--- src/rtl/mac_array_sequencer_if.sv ---
// Job, FIFO and array-control signals between the job registers,
// the MAC array wrapper and the sequencer.
interface mac_array_sequencer_if #(
  parameter int BRAM_ADDRESS_WIDTH = 12,
  parameter int CNT_WIDTH          = 16
);
  logic                          start;
  logic                          abort;
  logic [1:0]                    operation;
  logic [4:0]                    kernel_size;
  logic [BRAM_ADDRESS_WIDTH-1:0] weight_base_addr;
  logic [CNT_WIDTH-1:0]          ifmap_beats;
  logic                          ifmaps_fifo_empty;

  logic                          bram_en;
  logic [BRAM_ADDRESS_WIDTH-1:0] bram_addr;
  logic                          load_weight_preload;
  logic                          load_MAC_weight;
  logic                          load_ifmaps;
  logic                          pooling_compute;
  logic                          busy;
  logic                          done;
  logic                          cfg_error;

  modport master (
    output start, abort, operation, kernel_size, weight_base_addr, ifmap_beats,
           ifmaps_fifo_empty,
    input  bram_en, bram_addr, load_weight_preload, load_MAC_weight, load_ifmaps,
           pooling_compute, busy, done, cfg_error
  );

  modport slave (
    input  start, abort, operation, kernel_size, weight_base_addr, ifmap_beats,
           ifmaps_fifo_empty,
    output bram_en, bram_addr, load_weight_preload, load_MAC_weight, load_ifmaps,
           pooling_compute, busy, done, cfg_error
  );
endinterface

--- src/rtl/mac_array_sequencer.sv ---
// Control sequencer for the MAC array: fetches kernel rows from weight BRAM,
// commits them to the MACs, then streams ifmap beats and reports completion.
module mac_array_sequencer #(
  parameter int BRAM_ADDRESS_WIDTH = 12,
  parameter int CNT_WIDTH          = 16
) (
  input logic                  clk,
  input logic                  rst,
  mac_array_sequencer_if.slave bus
);
  localparam int AW = BRAM_ADDRESS_WIDTH;

  typedef enum logic [2:0] {IDLE, W_FETCH, W_LATCH, W_COMMIT, STREAM, FINISH} state_t;

  state_t               state, state_next;
  logic                 pool_mode;
  logic [2:0]           k_q;
  logic [AW-1:0]        base_q;
  logic [CNT_WIDTH-1:0] beats_q;
  logic [CNT_WIDTH-1:0] beat_cnt;
  logic [2:0]           row_cnt;
  logic [2:0]           win_cnt;
  logic                 preload_q, pool_q, cfg_err_q;
  logic                 cfg_legal, accept_job, abort_hit;
  logic                 bram_en_c, load_mac_c, load_if_c;
  logic                 last_row, last_beat, win_full;

  assign cfg_legal  = (bus.kernel_size != 5'd0) && (bus.kernel_size <= 5'd5) &&
                      (bus.ifmap_beats != '0) && !bus.operation[0];
  assign accept_job = (state == IDLE) && bus.start && cfg_legal;
  assign abort_hit  = bus.abort && (state != IDLE);
  assign last_row   = row_cnt == (k_q - 3'd1);
  assign last_beat  = beat_cnt == (beats_q - CNT_WIDTH'(1));
  assign win_full   = (win_cnt + 3'd1) == k_q;

  always_ff @(posedge clk or posedge rst) begin
    if (rst) state <= IDLE;
    else     state <= state_next;
  end

  always_comb begin
    state_next = state;
    bram_en_c  = 1'b0;
    load_mac_c = 1'b0;
    load_if_c  = 1'b0;
    unique case (state)
      IDLE: begin
        if (accept_job) state_next = bus.operation[1] ? STREAM : W_FETCH;
      end
      W_FETCH: begin
        bram_en_c = 1'b1;
        if (last_row) state_next = W_LATCH;
      end
      W_LATCH:  state_next = W_COMMIT;
      W_COMMIT: begin
        load_mac_c = 1'b1;
        state_next = STREAM;
      end
      STREAM: begin
        load_if_c = ~bus.ifmaps_fifo_empty;
        if (load_if_c && last_beat) state_next = FINISH;
      end
      FINISH:   state_next = IDLE;
      default:  state_next = IDLE;
    endcase
    if (abort_hit) state_next = IDLE;
  end

  // Registered strobes are squashed on abort so nothing fires after cancel.
  always_ff @(posedge clk or posedge rst) begin
    if (rst) begin
      pool_mode <= 1'b0;
      k_q       <= '0;
      base_q    <= '0;
      beats_q   <= '0;
      row_cnt   <= '0;
      beat_cnt  <= '0;
      win_cnt   <= '0;
      preload_q <= 1'b0;
      pool_q    <= 1'b0;
      cfg_err_q <= 1'b0;
    end else begin
      preload_q <= bram_en_c && !abort_hit;
      pool_q    <= 1'b0;
      cfg_err_q <= (state == IDLE) && bus.start && !cfg_legal;
      if (accept_job) begin
        pool_mode <= bus.operation[1];
        k_q       <= bus.kernel_size[2:0];
        base_q    <= bus.weight_base_addr;
        beats_q   <= bus.ifmap_beats;
        row_cnt   <= '0;
        beat_cnt  <= '0;
        win_cnt   <= '0;
      end else if (abort_hit || (state == FINISH)) begin
        row_cnt  <= '0;
        beat_cnt <= '0;
        win_cnt  <= '0;
      end else begin
        if (bram_en_c) row_cnt <= row_cnt + 3'd1;
        if (load_if_c) begin
          beat_cnt <= beat_cnt + CNT_WIDTH'(1);
          // A window closes on every K-th beat or on the final partial window.
          if (win_full || last_beat) begin
            win_cnt <= '0;
            pool_q  <= pool_mode;
          end else begin
            win_cnt <= win_cnt + 3'd1;
          end
        end
      end
    end
  end

  assign bus.bram_en             = bram_en_c;
  assign bus.bram_addr           = bram_en_c ? (base_q + AW'(row_cnt)) : '0;
  assign bus.load_weight_preload = preload_q;
  assign bus.load_MAC_weight     = load_mac_c;
  assign bus.load_ifmaps         = load_if_c;
  assign bus.pooling_compute     = pool_q;
  assign bus.busy                = state != IDLE;
  assign bus.done                = state == FINISH;
  assign bus.cfg_error           = cfg_err_q;
endmodule

--- src/flat_wrapper.sv ---
// flat-port wrapper written by rule: the top's interface ports become plain ports
module mac_array_sequencer_flat 
#(
  parameter int BRAM_ADDRESS_WIDTH = 12,
  parameter int CNT_WIDTH          = 16
)
  (clk, rst, bus_start, bus_abort, bus_operation, bus_kernel_size, bus_weight_base_addr, bus_ifmap_beats, bus_ifmaps_fifo_empty, bus_bram_en, bus_bram_addr, bus_load_weight_preload, bus_load_MAC_weight, bus_load_ifmaps, bus_pooling_compute, bus_busy, bus_done, bus_cfg_error);
  mac_array_sequencer_if #(.BRAM_ADDRESS_WIDTH(BRAM_ADDRESS_WIDTH), .CNT_WIDTH(CNT_WIDTH)) bus_i ();
  input logic clk;
  input logic rst;
  input wire logic [$bits(bus_i.start)-1:0] bus_start;
  input wire logic [$bits(bus_i.abort)-1:0] bus_abort;
  input wire logic [$bits(bus_i.operation)-1:0] bus_operation;
  input wire logic [$bits(bus_i.kernel_size)-1:0] bus_kernel_size;
  input wire logic [$bits(bus_i.weight_base_addr)-1:0] bus_weight_base_addr;
  input wire logic [$bits(bus_i.ifmap_beats)-1:0] bus_ifmap_beats;
  input wire logic [$bits(bus_i.ifmaps_fifo_empty)-1:0] bus_ifmaps_fifo_empty;
  output wire logic [$bits(bus_i.bram_en)-1:0] bus_bram_en;
  output wire logic [$bits(bus_i.bram_addr)-1:0] bus_bram_addr;
  output wire logic [$bits(bus_i.load_weight_preload)-1:0] bus_load_weight_preload;
  output wire logic [$bits(bus_i.load_MAC_weight)-1:0] bus_load_MAC_weight;
  output wire logic [$bits(bus_i.load_ifmaps)-1:0] bus_load_ifmaps;
  output wire logic [$bits(bus_i.pooling_compute)-1:0] bus_pooling_compute;
  output wire logic [$bits(bus_i.busy)-1:0] bus_busy;
  output wire logic [$bits(bus_i.done)-1:0] bus_done;
  output wire logic [$bits(bus_i.cfg_error)-1:0] bus_cfg_error;
  assign bus_i.start = bus_start;
  assign bus_i.abort = bus_abort;
  assign bus_i.operation = bus_operation;
  assign bus_i.kernel_size = bus_kernel_size;
  assign bus_i.weight_base_addr = bus_weight_base_addr;
  assign bus_i.ifmap_beats = bus_ifmap_beats;
  assign bus_i.ifmaps_fifo_empty = bus_ifmaps_fifo_empty;
  assign bus_bram_en = bus_i.bram_en;
  assign bus_bram_addr = bus_i.bram_addr;
  assign bus_load_weight_preload = bus_i.load_weight_preload;
  assign bus_load_MAC_weight = bus_i.load_MAC_weight;
  assign bus_load_ifmaps = bus_i.load_ifmaps;
  assign bus_pooling_compute = bus_i.pooling_compute;
  assign bus_busy = bus_i.busy;
  assign bus_done = bus_i.done;
  assign bus_cfg_error = bus_i.cfg_error;
  mac_array_sequencer #(.BRAM_ADDRESS_WIDTH(BRAM_ADDRESS_WIDTH), .CNT_WIDTH(CNT_WIDTH)) u_core (.clk(clk), .rst(rst), .bus(bus_i));
endmodule
--- config.mk ---
export PLATFORM = sky130hd
export DESIGN_NAME = mac_array_sequencer_flat
export DESIGN_NICKNAME = d
export VERILOG_FILES = /design/src/rtl/mac_array_sequencer_if.sv /design/src/rtl/mac_array_sequencer.sv /design/src/flat_wrapper.sv
export SDC_FILE = /design/constraint.sdc
export NUM_CORES = 1
export LEC_CHECK = 0
export ABC_AREA = 1
export BUFFER_PORTS_ARGS = -buffer_cell sky130_fd_sc_hd__buf_2
export CORE_ASPECT_RATIO = 1.2
export CORE_UTILIZATION = 45
export DETAILED_ROUTE_END_ITERATION = 12
export GPL_TIMING_DRIVEN = 0
export PLACE_DENSITY_LB_ADDON = 0.1
export SLEW_MARGIN = 0
export SYNTH_ARGS = -nofsm -noshare
export SYNTH_HDL_FRONTEND = slang
export SYNTH_SLANG_ARGS = --single-unit
export TNS_END_PERCENT = 10
--- constraint.sdc ---
create_clock -name clk -period 3.45 [get_ports clk]
set_clock_uncertainty 0.1 [all_clocks]
set_input_delay 0.69 -clock clk [delete_from_list [all_inputs] [get_ports clk]]
set_output_delay 0.69 -clock clk [all_outputs]
set_load 0.05 [all_outputs]
# Word-level counts from Yosys, hierarchy flattened
# Cells that the tools add are included.
op_classes:
  n_bitwise: 1
  reduce_logical: 21
  eq_ne: 11
  mux: 24
  magnitude_cmp: 1
  add_sub_neg: 6
op_table:
  columns: ["operator", "n"]
  rows:
  - ["16-bit 2-to-1 mux", 3]
  - ["3-bit 2-to-1 mux", 12]
  - ["16-bit by 1-bit adder with 16-bit output (second input constant)", 1]
  - ["16-bit == test", 1]
  - ["16-bit nonzero test", 1]
  - ["16-bit by 1-bit subtractor with 16-bit output (second input constant)", 1]
  - ["3-bit case mux with 5 select lines", 1]
  - ["12-bit by 3-bit adder with 12-bit output", 1]
  - ["12-bit 2-to-1 mux", 1]
  - ["1-bit logical AND", 9]
  - ["3-bit by 1-bit inequality test with 1-bit output (second input constant)", 3]
  - ["3-bit nonzero test", 3]
  - ["1-bit 2-to-1 mux", 7]
  - ["3-bit by 1-bit adder with 3-bit output (second input constant)", 2]
  - ["3-bit by 2-bit == test with 1-bit output (second input constant)", 2]
  - ["3-bit == test", 2]
  - ["3-bit == test (second input constant)", 2]
  - ["5-bit by 3-bit <= comparator with 1-bit output (second input constant)", 1]
  - ["5-bit nonzero test", 1]
  - ["3-bit by 1-bit == test with 1-bit output (second input constant)", 1]
  - ["1-bit logical NOT", 3]
  - ["3-bit logical NOT", 1]
  - ["3-bit AND reduction", 1]
  - ["3-bit by 1-bit subtractor with 3-bit output (second input constant)", 1]
  - ["2 further kinds", 3]
word_totals:
  regBits: 60
  in_bits: 40
  out_inout_bits: 20

# Longest topological paths before layout
# Gate-level depths: netlist of run 1.
depth:
  depth_word: 8
  ltp_mapped: 14
  depth_no_buf: 14

# Worst setup path before layout of run 1
# OpenSTA, ideal clock, no wires.
synth_timing:
  path_kind: "reg2out"
  start: "register u_core.row_cnt[0]"
  end: "output port bus_bram_addr[6]"
  required_ns: 2.660
  path_stages_with_launch: 10
  setup_slack_ns: 0.180
  t_arrival_ns: 2.480
  path_cell_list: "dfrtp_1 > ha_1 > fa_1 > a21oi_1 > nor2_1 > nand2_1 > nor2_1 > nand2_1 > inv_1 > nor3_1"
synth_between:
  elab_chain_cells: 2
synth_rtl:
  columns: ["item", "line", "source"]
  rows:
  - ["from (decl)", "mac_array_sequencer.sv:21", "logic [2:0] row_cnt;"]
  - ["from (signal assigned)", "mac_array_sequencer.sv:99", "if (bram_en_c) row_cnt <= row_cnt + 3'd1;"]
  - ["12-bit by 3-bit adder with 12-bit output", "mac_array_sequencer.sv:115", "assign bus.bram_addr = bram_en_c ? (base_q + AW'(row_cnt)) : '0;"]
  - ["12-bit 2-to-1 mux", "mac_array_sequencer.sv:115", null]
  - ["to (decl)", "flat_wrapper.sv:19", "output wire logic [$bits(bus_i.bram_addr)-1:0] bus_bram_addr;"]
# No other way between the ends.

# Worst setup path in the final report of run 1
layout_timing:
  start: "register u_core.row_cnt[1]"
  end: "output port bus_bram_addr[11]"
# Same word-level chain as after synthesis.

==> results_dict.tcl, run 1 <==
set metrics [dict create \
    place_ws_ps 419.9 \
    layout.nets 628 \
    critPathLaunch "u_core.row_cnt[1]" \
    critPathSlowestCell "dfrtp_1" \
    antenna_left 0 \
    rr_worst_depth 12 \
    cts-root-buf "clkbuf_8" \
    crit_type "reg2out" \
    p_leak_nw 2.353 \
    status "completed" \
    syn-num-nets 557 \
    timing.setup.tns_ps 0 \
    period_share_pct 94.14 \
    syn_area_per_cell_um2 7.739 \
    postCtsHoldBufs 0 \
    drtIter0Drc 141 \
    grt.overflow.total 0 \
    irDropWorstVdd_mv 0.3648 \
    power.density_nw_per_um2 698.6 \
    grt_pass1_wl_mm 15.28 \
    ys_warn_count 0 \
    gp_congestion 0.8673 \
    start_util_pct 46.15 \
    insertion_delay_ps 340 \
    drv_cap 0 \
    slew_viol_final 0 \
    grt_pass1_vias 3302 \
    power_mw 3.228 \
    reg2reg_to "u_core.state[1]" \
    max_stage_delay_ps 470 \
    core_um2 8518 \
    antenna_found_initial 0 \
    hp-class "in2async" \
    diodes 0 \
    portBuffers 59 \
    die_w_um 87.33 \
    cts-htree-levels 3 \
    hold_viol 0 \
    grt_max_degree 37 \
    die_y_um 104.4 \
    hpwl_mm 7.085 \
    cts.clk_slew.worst_paths_ps 70 \
    syn_area_um2 3931 \
    routedWlPerCell_um 13.03 \
    synth_top_area_share_pct 38.19 \
    cp_data_required_time_ps 2660 \
    fp-row-count 37 \
    io_pins 60 \
    cp_max_fo 6 \
    grt_setup_unrepaired "false" \
    final_common_cell "nand2_1" \
    ys_top_cells_by_area "dfrtp_1 38%, nand2_1 10%, nor2_1 7.8%" \
    cp_top_family "simple AND/OR/NAND/NOR gates" \
    cts_resized 0 \
    first_pass_iters 4 \
    relSlewSlack_pct 58.03 \
    layout_min_cycle_time_ps 3248 \
    setup_violations 0 \
    postCtsSetupBuffers 0 \
    worst_hold_slack_ps 285.8 \
    r2r_slack_ps 1180 \
    crit_path_end "bus_bram_addr[11]" \
    crit_arrival_ps 2460 \
    crit_chain "ha_1 -> nand3_1 -> nand2_1 -> nand2_1 -> nor2_2 -> nand2_1 -> nor2_2 -> nand2_1 -> nor2_1 -> nand2_1 -> nor2_1 -> nor2_1 -> nor2_1 -> clkbuf_4" \
    yosysUniqueCellTypes 45 \
    crit_path_start_kind "register" \
    drc 0 \
    worstSetupPathDepth 14 \
    track_usage_pct 21.92 \
    finalWirelength_mm 9.132 \
    setup_ws_ps 202.1 \
    cts_sinks 60 \
    dp.cells 685 \
    numCtsBuffers 9 \
    synth.largest_area_cell "dfrtp_1" \
    synth_cells 508 \
    critical-path-top-cell-by-count "nand2_1" \
    drive_gt1_share_pct 23.80 \
    final_cell_mix "108 x nand2_1, 82 x nor2_1, 60 x inv_1, 60 x buf_2, 59 x dfrtp_1" \
    ys_seq_area_share_pct 38.19 \
    die_area_um2 9116 \
    worst_pin_slew_ps 629.5 \
    fmax_ghz 0.3079 \
    via_per_inst 4.937 \
    route.vias.total 3461 \
    clock_path_buffers 2 \
    critPathCaptureType "output port" \
    path_buf_inv 1 \
    rr_startpoint "u_core.beats_q[0]" \
    areaGrowthSynthToFinish_pct 17.54 \
    synth_seq_cells 60 \
    fin_cells 701 \
    fillers 859 \
    cts_tree "built" \
]
[worst min path at each step]
stage / start / endpoint / slack, ps / cells after the start
detailed placement: u_core.pool_mode / u_core.pool_mode / 370 / 2
global placement: u_core.pool_mode / u_core.pool_mode / 370 / 2
floorplan: u_core.pool_mode / u_core.pool_mode / 350 / 2
finish: rst / u_core.base_q[9] / 290 / 2
global route: rst / u_core.base_q[9] / 320 / 2
CTS: rst / u_core.base_q[9] / 300 / 2
[final cells by class]
cell class              count  area [um2]  share of cell area (%)
multi-input cells         372        2138                   46.28
flip-flops and latches     60        1503                   32.52
repair buffers             60       324.1                   7.013
inverters                  68       257.7                   5.578
clock buffers              12       155.1                   3.358
well taps                 117       146.4                   3.168
plain buffers               8       48.80                   1.056
clock inverters             4       47.55                   1.029
[sequential cells by signal, indices dropped and copies added (netlist names)]
register and count:
u_core.bus.load_weight_preload 1, u_core.state 3, u_core.row_cnt 3, u_core.pool_mode 1, u_core.beat_cnt 16, u_core.k_q 3
u_core.bus.pooling_compute 1, u_core.bus.cfg_error 1, u_core.base_q 12, u_core.win_cnt 3, u_core.beats_q 16
[power by group]
part	switching (mW)	internal [mW]
Clock	0.284	0.371
Sequential	0.239	0.924
Combinational	0.884	0.526
[worst register-to-register path, stage by stage (launching register included)]
cell	delay [ps]
dfrtp_1	400
inv_2	130
ha_1	200
nand3_1	140
nor2_1	230
nand2_1	100
xor2_1	180
nand2_1	70
nor2_1	180
nand4_1	160
nand2_1	150
nand2_1	70
nor2_1	90
[stage by stage]
stage                     utilization [%]  cell area (um2)
final                               54.25             4621
after detailed placement            51.57             4393
after CTS                           53.95             4596
after global placement              51.34             4373
after floorplan                         -             3931
after global routing                54.25             4621
[metal layers]
layer	vias up	wire, um	GRT usage (%)
met4	0	236	7.377
met2	65	4375	35.77
li1	1782	-	-
met1	1597	4124	28.31
met3	17	395	5.000
met5	-	0	0
[synth_stat cells]
| cell | instances |
|---|---|
| nand2_1 | 108 |
| nor2_1 | 82 |
| inv_1 | 61 |
| dfrtp_1 | 60 |
| nand3_1 | 24 |
| a21oi_1 | 20 |
| xor2_1 | 17 |
| nor3_1 | 14 |
| a21oi_2 | 10 |
| nand4_1 | 9 |
| ha_1 | 8 |
| o21ai_1 | 8 |
| xnor2_1 | 8 |
| mux2_4 | 7 |
| inv_2 | 6 |
| nor2_2 | 6 |
| o21ai_0 | 6 |
| nor2_4 | 5 |
| mux2_2 | 4 |
| nand2_2 | 4 |
| nor4_1 | 4 |
| buf_2 | 3 |
| clkbuf_1 | 3 |
| o21a_1 | 3 |
| a21boi_1 | 2 |
| a31oi_1 | 2 |
| buf_6 | 2 |
| nand2_4 | 2 |
| nand3b_1 | 2 |
| nor3_2 | 2 |
| nor3b_2 | 2 |
| a2111oi_0 | 1 |
| a31oi_2 | 1 |
| and2_1 | 1 |
| and3_1 | 1 |
| fa_1 | 1 |
| inv_4 | 1 |
| nand3_2 | 1 |
| nand3_4 | 1 |
| nor2_8 | 1 |
| nor3_4 | 1 |
| nor3b_1 | 1 |
| nor4_4 | 1 |
| o22ai_1 | 1 |
| o31ai_1 | 1 |
[logic make-up after synthesis]
logic type               synth area share [%]
adder cells (fa/ha/maj)                 3.056
buffers and inverters                   7.797
AO/OA/AOI/OAI                           8.721
XOR/XNOR                                5.570
flip-flops                              38.19
multiplexers                            3.819
AND/OR/NAND/NOR                         32.85
No activity file was read; power rests on OpenSTA's default activity.
==> inputs of run 2 (changes only) <==
--- a/config.mk
+++ b/config.mk
@@ -10,6 +10,7 @@
 export CORE_ASPECT_RATIO = 1.2
 export CORE_UTILIZATION = 45
 export DETAILED_ROUTE_END_ITERATION = 12
+export GPL_ROUTABILITY_DRIVEN = 0
 export GPL_TIMING_DRIVEN = 0
 export PLACE_DENSITY_LB_ADDON = 0.1
 export SLEW_MARGIN = 0
==> constraint.sdc (replaced) <==
create_clock -name clk -period 4 [get_ports clk]
set_clock_uncertainty 0.1 [all_clocks]
set_input_delay 0.8 -clock clk [delete_from_list [all_inputs] [get_ports clk]]
set_output_delay 0.8 -clock clk [all_outputs]
set_load 0.05 [all_outputs]
==> results_dict.tcl, run 2 (same netlist as run 1, synthesis figures left out) <==
set metrics [dict create \
    rr_worst_depth 12 \
    worstHoldStart "u_core.pool_mode" \
    relSlewSlack_pct 57.94 \
    critical-path-top-cell-by-count "nor2_1" \
    grt.overflow.total 0 \
    hp-class "reg2reg" \
    cts.clk_slew.worst_paths_ps 70 \
    track_usage_pct 21.92 \
    min_path_cells 2 \
    largestRegisters "u_core.beat_cnt (16), u_core.beats_q (16), u_core.base_q (12)" \
    hold_viol 0 \
    finalWirelength_mm 9.131 \
    layout_min_cycle_time_ps 3484 \
    crit_arrival_ps 2580 \
    cts_tree "built" \
    clock_path_buffers 2 \
    drtIter0Drc 134 \
    cp_data_required_time_ps 3100 \
    intPower_mw 1.557 \
    power_mw 2.766 \
    rr_startpoint "u_core.beats_q[0]" \
    areaGrowthSynthToFinish_pct 16.90 \
    diodes 0 \
    setup_violations 0 \
    grt_pass1_vias 3302 \
    clockPowerShare_pct 20.5 \
    timing.setup.tns_ps 0 \
    status "completed" \
    cts-htree-levels 3 \
    hpwl_mm 7.085 \
    core_um2 8518 \
    layout.nets 628 \
    fmax_ghz 0.2870 \
    die_w_um 87.33 \
    grt_setup_unrepaired "false" \
    postCtsHoldBufs 0 \
    slew_viol_final 0 \
    hold_path_end "u_core.pool_mode" \
    die_area_um2 9116 \
    critPathSlowestCell "dfrtp_1" \
    power.share.switching_pct 43.69 \
    final_common_cell "nand2_1" \
    reg2reg_to "u_core.state[1]" \
    irDropWorstVdd_mv 0.3104 \
    cts_resized 0 \
    portBuffers 59 \
    routedWlPerCell_um 13.03 \
    fp-row-count 37 \
    crit_type "reg2out" \
    design_area_um2 4596 \
    route.vias.total 3468 \
    antenna_found_initial 0 \
    grt_pass1_wl_mm 15.28 \
    start_util_pct 46.15 \
    cp_max_fo 5 \
    first_pass_iters 4 \
    r2r_slack_ps 1700 \
    crit_path_start_kind "register" \
    numCtsBuffers 9 \
    die_y_um 104.4 \
    cts_sinks 60 \
    p_sw_mw 1.208 \
    io_pins 60 \
    final_cell_mix "108 x nand2_1, 82 x nor2_1, 62 x buf_2" \
    worst_pin_slew_ps 631.0 \
    p_comb_share_pct 43.3 \
    drc 0 \
    period_share_pct 87.10 \
    seq_power_share_pct 36.2 \
    via_per_inst 4.947 \
    power.density_nw_per_um2 601.8 \
    max_stage_delay_ps 450 \
    grt_max_degree 37 \
    dpl-instance-area_um2 4393 \
    insertion_delay_ps 340 \
    antenna_left 0 \
    cts-root-buf "clkbuf_8" \
    drv_cap 0 \
    drive_gt1_share_pct 23.29 \
    critPathCaptureType "output port" \
    p_leak_nw 2.358 \
    crit_chain "ha_1 -> fa_1 -> a21oi_1 -> nor2_1 -> nand2_1 -> nor2_1 -> nand2_1 -> inv_1 -> nand3_1 -> nor2_1 -> a21oi_1 -> o21a_1 -> buf_2" \
    postCtsSetupBuffers 0 \
]
==> run 2: cell count changes in the layout (fill, tap and decap cells not counted) <==
cell,change
fa_2,-1
fa_1,+1
ha_1,+1
buf_2,+2
dfrtp_2,-1
dfrtp_1,+1
ha_4,-1
clkbuf_4,-1
buf_6,-1
==> run 2: cell type report <==
| type | count | area [um2] |
|---|---|---|
| repair buffers | 60 | 315.3 |
| multi-input cells | 372 | 2123 |
| well taps | 117 | 146.4 |
| plain buffers | 8 | 48.80 |
| fillers | 859 | 3923 |
| clock buffers | 12 | 155.1 |
| flip-flops and latches | 60 | 1501 |
| inverters | 68 | 257.7 |
| clock inverters | 4 | 47.55 |
==> run 2: worst max-delay path by stage <==
stage	from	to	slack (ps)
2_1_floorplan	u_core.row_cnt[0]	bus_bram_addr[6]	620
3_3_place_gp	rst	u_core.win_cnt[0]	740
3_5_place_dp	u_core.row_cnt[0]	bus_bram_addr[10]	860
4_1_cts	u_core.row_cnt[0]	bus_bram_addr[10]	480
5_1_grt	u_core.row_cnt[0]	bus_bram_addr[10]	290
6_report	u_core.row_cnt[0]	bus_bram_addr[10]	520
==> run 2: stage by stage <==
stage,util [%],cells,setup slack [ps],hold WS (ps)
6_report,53.95,701,515.8,394.3
5_1_grt,53.95,701,285.8,434.3
4_1_cts,53.95,701,482.0,401.1
3_5_place_dp,51.57,685,859.9,374.8
3_3_place_gp,51.34,684,743.6,374.5
2_1_floorplan,-,508,620.4,353.4
==> run 2: routing by layer <==
layer | global-route usage, % | up-vias | share of wire [%]
li1 | - | 1781 | -
met5 | 0 | - | 0
met1 | 28.31 | 1611 | 46
met4 | 7.377 | 0 | 2.6
met2 | 35.77 | 60 | 48
met3 | 5.000 | 16 | 3.6
==> run 2: critical path, delay by kind of cell, from the launching register on <==
kind	cells	cell delay (ps)
fa+ha+maj	2	680
simple gates	6	400
compound gates	3	410
flops	1	450
buf+inv	2	300
==> run 2: power groups by stage <==
stage / clock network, mW / registers, mW / logic, mW
finish: 0.566 / 1.00 / 1.20
global route: 0.601 / 1.03 / 1.35
CTS: 0.581 / 1.00 / 1.21
detailed placement: 0 / 1.01 / 1.21
global placement: 0 / 1.01 / 1.18
floorplan: 0 / 0.983 / 0.955
